[src/rtl/fetch_pkg.sv]
// Shared types and constants for the fetch stage: word width, NOP encoding
// and the {instr, pc} packet handed to decode.
package fetch_pkg;

  localparam int unsigned XLEN = 32;
  localparam logic [XLEN-1:0] INSTR_NOP = 32'h0000_0013;

  typedef struct packed {
    logic [XLEN-1:0] instr;
    logic [XLEN-1:0] pc;
  } fetch_pkt_t;

endpackage : fetch_pkg

[src/rtl/fetch_fifo.sv]
// Generic synchronous FIFO with flush; payload type is a parameter so the same
// block serves the instruction queue and the in-flight PC queue.
module fetch_fifo
  import fetch_pkg::*;
#(
  parameter int unsigned DEPTH = 2,
  parameter type T = fetch_pkt_t
) (
  input  logic                     clk,
  input  logic                     rst_n,
  input  logic                     push_i,
  input  logic                     pop_i,
  input  logic                     flush_i,
  input  T                         data_i,
  output T                         data_o,
  output logic                     full_o,
  output logic                     empty_o,
  output logic [$clog2(DEPTH):0]   count_o
);

  localparam int unsigned AW = $clog2(DEPTH);
  localparam int unsigned CW = AW + 1;

  T              mem_q [DEPTH];
  T              mem_d [DEPTH];
  logic [AW-1:0] wr_ptr_q, wr_ptr_d;
  logic [AW-1:0] rd_ptr_q, rd_ptr_d;
  logic [CW-1:0] count_q, count_d;
  logic          do_push, do_pop;

  assign data_o  = mem_q[rd_ptr_q];
  assign full_o  = (count_q == CW'(DEPTH));
  assign empty_o = (count_q == '0);
  assign count_o = count_q;

  // A pop frees a slot in the same cycle, so push+pop on a full queue is legal.
  always_comb begin
    mem_d    = mem_q;
    wr_ptr_d = wr_ptr_q;
    rd_ptr_d = rd_ptr_q;
    count_d  = count_q;
    do_pop   = pop_i && !empty_o;
    do_push  = push_i && (!full_o || do_pop);
    if (flush_i) begin
      wr_ptr_d = '0;
      rd_ptr_d = '0;
      count_d  = '0;
    end else begin
      if (do_push) begin
        mem_d[wr_ptr_q] = data_i;
        wr_ptr_d        = wr_ptr_q + AW'(1);
      end
      if (do_pop) begin
        rd_ptr_d = rd_ptr_q + AW'(1);
      end
      count_d = count_q + CW'(do_push) - CW'(do_pop);
    end
  end

  always_ff @(posedge clk or negedge rst_n) begin
    if (!rst_n) begin
      for (int unsigned i = 0; i < DEPTH; i++) begin
        mem_q[i] <= '0;
      end
      wr_ptr_q <= '0;
      rd_ptr_q <= '0;
      count_q  <= '0;
    end else begin
      mem_q    <= mem_d;
      wr_ptr_q <= wr_ptr_d;
      rd_ptr_q <= rd_ptr_d;
      count_q  <= count_d;
    end
  end

endmodule : fetch_fifo

[src/rtl/s1_fetch_stage.sv]
// Fetch stage: owns the PC, issues credit-limited word reads to instruction
// memory, queues returned words and squashes stale responses after a redirect.
module s1_fetch_stage
  import fetch_pkg::*;
#(
  parameter logic [XLEN-1:0] RESET_PC   = 32'h0000_0000,
  parameter int unsigned     FIFO_DEPTH = 2
) (
  input  logic            clk,
  input  logic            rst_n,
  output logic            imem_req_o,
  output logic [XLEN-1:0] imem_addr_o,
  input  logic            imem_gnt_i,
  input  logic            imem_rvalid_i,
  input  logic [XLEN-1:0] imem_rdata_i,
  input  logic            redirect_i,
  input  logic [XLEN-1:0] redirect_pc_i,
  output logic            dec_valid_o,
  input  logic            dec_ready_i,
  output logic [XLEN-1:0] dec_instr_o,
  output logic [XLEN-1:0] dec_pc_o
);

  localparam int unsigned CW = $clog2(FIFO_DEPTH) + 1;
  localparam int unsigned SW = CW + 1;

  logic [XLEN-1:0] pc_q, pc_d;
  logic [CW-1:0]   outstanding_q, outstanding_d;
  logic [CW-1:0]   kill_q, kill_d;

  logic            grant, accept, q_pop, q_empty;
  logic [CW-1:0]   q_count;
  fetch_pkt_t      q_wdata, q_head;
  logic [XLEN-1:0] if_head;

  logic            q_full_unused, if_full_unused, if_empty_unused;
  logic [CW-1:0]   if_count_unused;

  fetch_fifo #(.DEPTH(FIFO_DEPTH), .T(fetch_pkt_t)) u_instr_q (
    .clk     (clk),
    .rst_n   (rst_n),
    .push_i  (accept),
    .pop_i   (q_pop),
    .flush_i (redirect_i),
    .data_i  (q_wdata),
    .data_o  (q_head),
    .full_o  (q_full_unused),
    .empty_o (q_empty),
    .count_o (q_count)
  );

  // PCs of granted-but-unanswered requests; only live (unkilled) ones remain after a flush.
  fetch_fifo #(.DEPTH(FIFO_DEPTH), .T(logic [XLEN-1:0])) u_inflight_q (
    .clk     (clk),
    .rst_n   (rst_n),
    .push_i  (grant),
    .pop_i   (accept),
    .flush_i (redirect_i),
    .data_i  (pc_q),
    .data_o  (if_head),
    .full_o  (if_full_unused),
    .empty_o (if_empty_unused),
    .count_o (if_count_unused)
  );

  assign imem_addr_o = pc_q;

  always_comb begin
    imem_req_o    = 1'b0;
    grant         = 1'b0;
    accept        = 1'b0;
    dec_valid_o   = 1'b0;
    q_pop         = 1'b0;
    dec_instr_o   = '0;
    dec_pc_o      = '0;
    q_wdata       = '0;
    pc_d          = pc_q;
    outstanding_d = outstanding_q;
    kill_d        = kill_q;

    imem_req_o = rst_n && !redirect_i
                 && ((SW'(q_count) + SW'(outstanding_q)) < SW'(FIFO_DEPTH))
                 && (outstanding_q != CW'(FIFO_DEPTH));
    grant  = imem_req_o && imem_gnt_i;
    accept = imem_rvalid_i && (kill_q == '0) && !redirect_i;

    dec_valid_o = !q_empty && !redirect_i;
    q_pop       = dec_valid_o && dec_ready_i;
    q_wdata     = '{instr: imem_rdata_i, pc: if_head};

    if (!rst_n) begin
      dec_instr_o = '0;
    end else if (q_empty) begin
      dec_instr_o = INSTR_NOP;
    end else begin
      dec_instr_o = q_head.instr;
    end
    dec_pc_o = q_empty ? '0 : q_head.pc;

    outstanding_d = outstanding_q + CW'(grant) - CW'(imem_rvalid_i);

    // Every response still owed after a redirect belongs to the old stream.
    if (redirect_i) begin
      pc_d   = redirect_pc_i & ~XLEN'(3);
      kill_d = outstanding_q - CW'(imem_rvalid_i);
    end else begin
      if (grant) begin
        pc_d = pc_q + XLEN'(4);
      end
      if (imem_rvalid_i && (kill_q != '0)) begin
        kill_d = kill_q - CW'(1);
      end
    end
  end

  always_ff @(posedge clk or negedge rst_n) begin
    if (!rst_n) begin
      pc_q          <= RESET_PC;
      outstanding_q <= '0;
      kill_q        <= '0;
    end else begin
      pc_q          <= pc_d;
      outstanding_q <= outstanding_d;
      kill_q        <= kill_d;
    end
  end

endmodule : s1_fetch_stage

[config.mk]
export PLATFORM = sky130hd
export DESIGN_NAME = s1_fetch_stage
export DESIGN_NICKNAME = d
export VERILOG_FILES = /design/src/rtl/fetch_pkg.sv /design/src/rtl/fetch_fifo.sv /design/src/rtl/s1_fetch_stage.sv
export SDC_FILE = /design/constraint.sdc
export NUM_CORES = 1
export LEC_CHECK = 0
export CAP_MARGIN = 20
export CORE_MARGIN = 5
export CORE_UTILIZATION = 50
export CTS_BUF_LIST = sky130_fd_sc_hd__clkbuf_4 sky130_fd_sc_hd__clkbuf_8 sky130_fd_sc_hd__clkbuf_16
export DETAILED_ROUTE_END_ITERATION = 16
export PLACE_DENSITY = 0.74
export SETUP_SLACK_MARGIN = 0.1
export SKIP_LAST_GASP = 1
export SLEW_MARGIN = 10
export SYNTH_ARGS = -nofsm -noshare
export SYNTH_HDL_FRONTEND = slang
export SYNTH_HIERARCHICAL = 1
export SYNTH_SLANG_ARGS = --single-unit
[constraint.sdc]
create_clock -name clk -period 7.53 [get_ports clk]
set_input_delay 0.753 -clock clk [delete_from_list [all_inputs] [get_ports clk]]
set_output_delay 0.753 -clock clk [all_outputs]
set_load 0.1 [all_outputs]
==> flow_summary.yaml <==
critical_path:
  cp-start-kind: "input pin"
  ff2ff_setup_slack_ns: 3.45
  r2r_start: "u_instr_q/count_o[0]"
  crit_required_ns: 6.78
  r2r_end: "u_inflight_q/mem_q[62]"
  rr_worst_depth: 7
  arrival_ns: 3.58
  cp-end-kind: "output pin"
  crit_path_max_fanout: 117
  crit_type: "input pin to output pin"
die:
  design.core.area_sq_mm: 0.0233
  io_pins: 168
  die_w_microns: 163
  fp.dieH_microns: 163
  rows: 56
  fp.dieArea_sq_mm: 0.0266
  initial_core_util_pct: 50.4
finish:
  final-seq-area_sq_mm: 0.00586
  multi_input_area_sq_mm: 0.00552
  syn_to_final_growth_pct: 24.2
  antenna_cells: 0
  nets: 1111
  final_area_sq_mm: 0.0145
  drive_gt1_share_pct: 34.8
  layout.cells.non_filler: 1370
  fillers: 1833
cts:
  cts_root_buffer: "clkbuf_16"
  clk_latency_ns: 0.51
  cts_tree: "done"
  clock_tree.buffer_depth: 3
  cts_sinks: 234
  clkSlewWorstSetupHoldPaths_ns: 0.05
  htree_levels: 1
  cts-buffers-inserted: 27
  cts_setup_buffers: 0
  ctsResizeCount: 0
  ctsHoldBuffers: 0
pwr:
  peakVddDrop_v: 0.000202
  total_power_mw: 4.52
  leakagePower_nw: 6.50
  powerDensity_mw_per_mm2: 311
place:
  gp_congestion: 0.786
  io_buffer_count: 163
  placedCellCount: 1321
  dpl-instance-area_sq_mm: 0.0135
  hpwl_microns: 16100
timing:
  setup_tns_ns: 0
  clock_skew_ns: 0.00652
  rsz0062_at_grt: "no"
  max_freq_mhz: 231
  holdWs_ns: 0.297
  tightest_slew_ns: 1.07
  max_slew_margin_pct: 28.3
  hold_viol_final: 0
  period_minus_slack_ns: 4.33
  slew_viol_final: 0
  setup_viol: 0
  fin_crit_sh_pct: 57.6
route:
  num_vias: 7388
  drt_first_iter_violations: 372
  drc: 0
  vias_per_cell: 5.39
  wl_per_cell_microns: 18.7
  totalWireLength_microns: 25600
  drt_first_pass_iters: 5
  ant_nets: 0
grt:
  grt_max_degree: 124
  grt_pass1_wl_microns: 42100
  antenna_found_initial: 0
  grt_pass1_vias: 7818
  grt-ovfl-total: 0
  groute.usage.overall_pct: 19.3
synth:
  ys_warn_count: 6
  synth_area_sq_mm: 0.0117
  syn-instance-count: 878
  synth_area_per_cell_sq_um: 13.3
flow_run:
  maxCapViolations: 0
hold_path:
  hp-class: "input pin to asynchronous set/reset pin"
status:
  status: "finished, final reports clean"
[routing by layer]
metal	part of all wire, %	track usage [%]	wire length, microns
met1	48	28.3	12400
met2	46	30.8	11700
met3	4.6	3.10	1180
met4	1.0	3.47	265
met5	0	0	0
[stage by stage]
stage | utilization [%] | worst slack, ns
2_1_floorplan | - | 3.75
3_3_place_gp | 58.2 | 3.01
3_5_place_dp | 58.2 | 3.02
4_1_cts | 62.5 | 3.13
5_1_grt | 62.5 | 2.93
6_report | 62.5 | 3.20
[flip-flops by register name (all words and copies together) (netlist names), 2 cells and up]
| register | flops |
|---|---|
| imem_addr_o | 30 |
| outstanding_q | 2 |
| u_instr_q/mem_q | 128 |
| u_instr_q/count_o | 2 |
| u_inflight_q/mem_q | 64 |
| u_inflight_q/count_o | 2 |
| kill_q | 2 |
[worst max path at each step]
| stage | slack, ns | end | start |
|---|---|---|---|
| 3_5_place_dp | 3.02 | u_inflight_q/mem_q[58] | rst_n |
| 2_1_floorplan | 3.75 | u_instr_q/mem_q[10] | redirect_i |
| 3_3_place_gp | 3.01 | u_inflight_q/mem_q[32] | rst_n |
| 4_1_cts | 3.13 | dec_pc_o[3] | u_instr_q/rd_ptr_q |
| 6_report | 3.20 | dec_instr_o[19] | rst_n |
| 5_1_grt | 2.93 | dec_instr_o[31] | rst_n |
[report_power, final]
group	total, mW	leakage [nW]	switching, mW	internal, mW
Clock	1.43	0.502	0.506	0.929
Combinational	1.27	2.92	0.630	0.636
Sequential	1.82	3.08	0.215	1.60
Total	4.52	6.50	1.35	3.17
[area by class of cell]
type	count	share of cell area (%)
Clock buffer	40	5.70
Clock inverter	9	1.17
Inverter	15	0.387
Multi-Input combinational cell	581	38.0
Sequential cell	234	40.3
Tap cell	319	2.74
Timing Repair Buffer	172	11.8
[cell usage in the layout, fill, tap and decap left out, drive strengths merged, types with 3 or more instances in the layout]
| master | count |
|---|---|
| bufinv | 5 |
| nand2 | 41 |
| o211ai | 6 |
| dfrtp | 234 |
| mux2i | 3 |
| clkdlybuf4s50 | 161 |
| o21a | 5 |
| inv | 15 |
| o311ai | 11 |
| xnor2 | 7 |
| and2 | 32 |
| ha | 9 |
| clkinv | 4 |
| a31oi | 4 |
| a22oi | 4 |
| o21ai | 22 |
| nor4 | 4 |
| nand4 | 12 |
| mux2 | 288 |
| clkbuf | 40 |
| xor2 | 6 |
| conb | 6 |
| nor2 | 25 |
| buf | 11 |
| a21oi | 6 |
| nor2b | 42 |
| nand3 | 20 |
[critical path, cell delays in order]
cell and delay (ns):
buf_8 0.57, nor2b_1 0.45, buf_4 0.32, and2_1 0.15, clkdlybuf4s50_1 1.15
No activity file was read; power rests on OpenSTA's default activity.
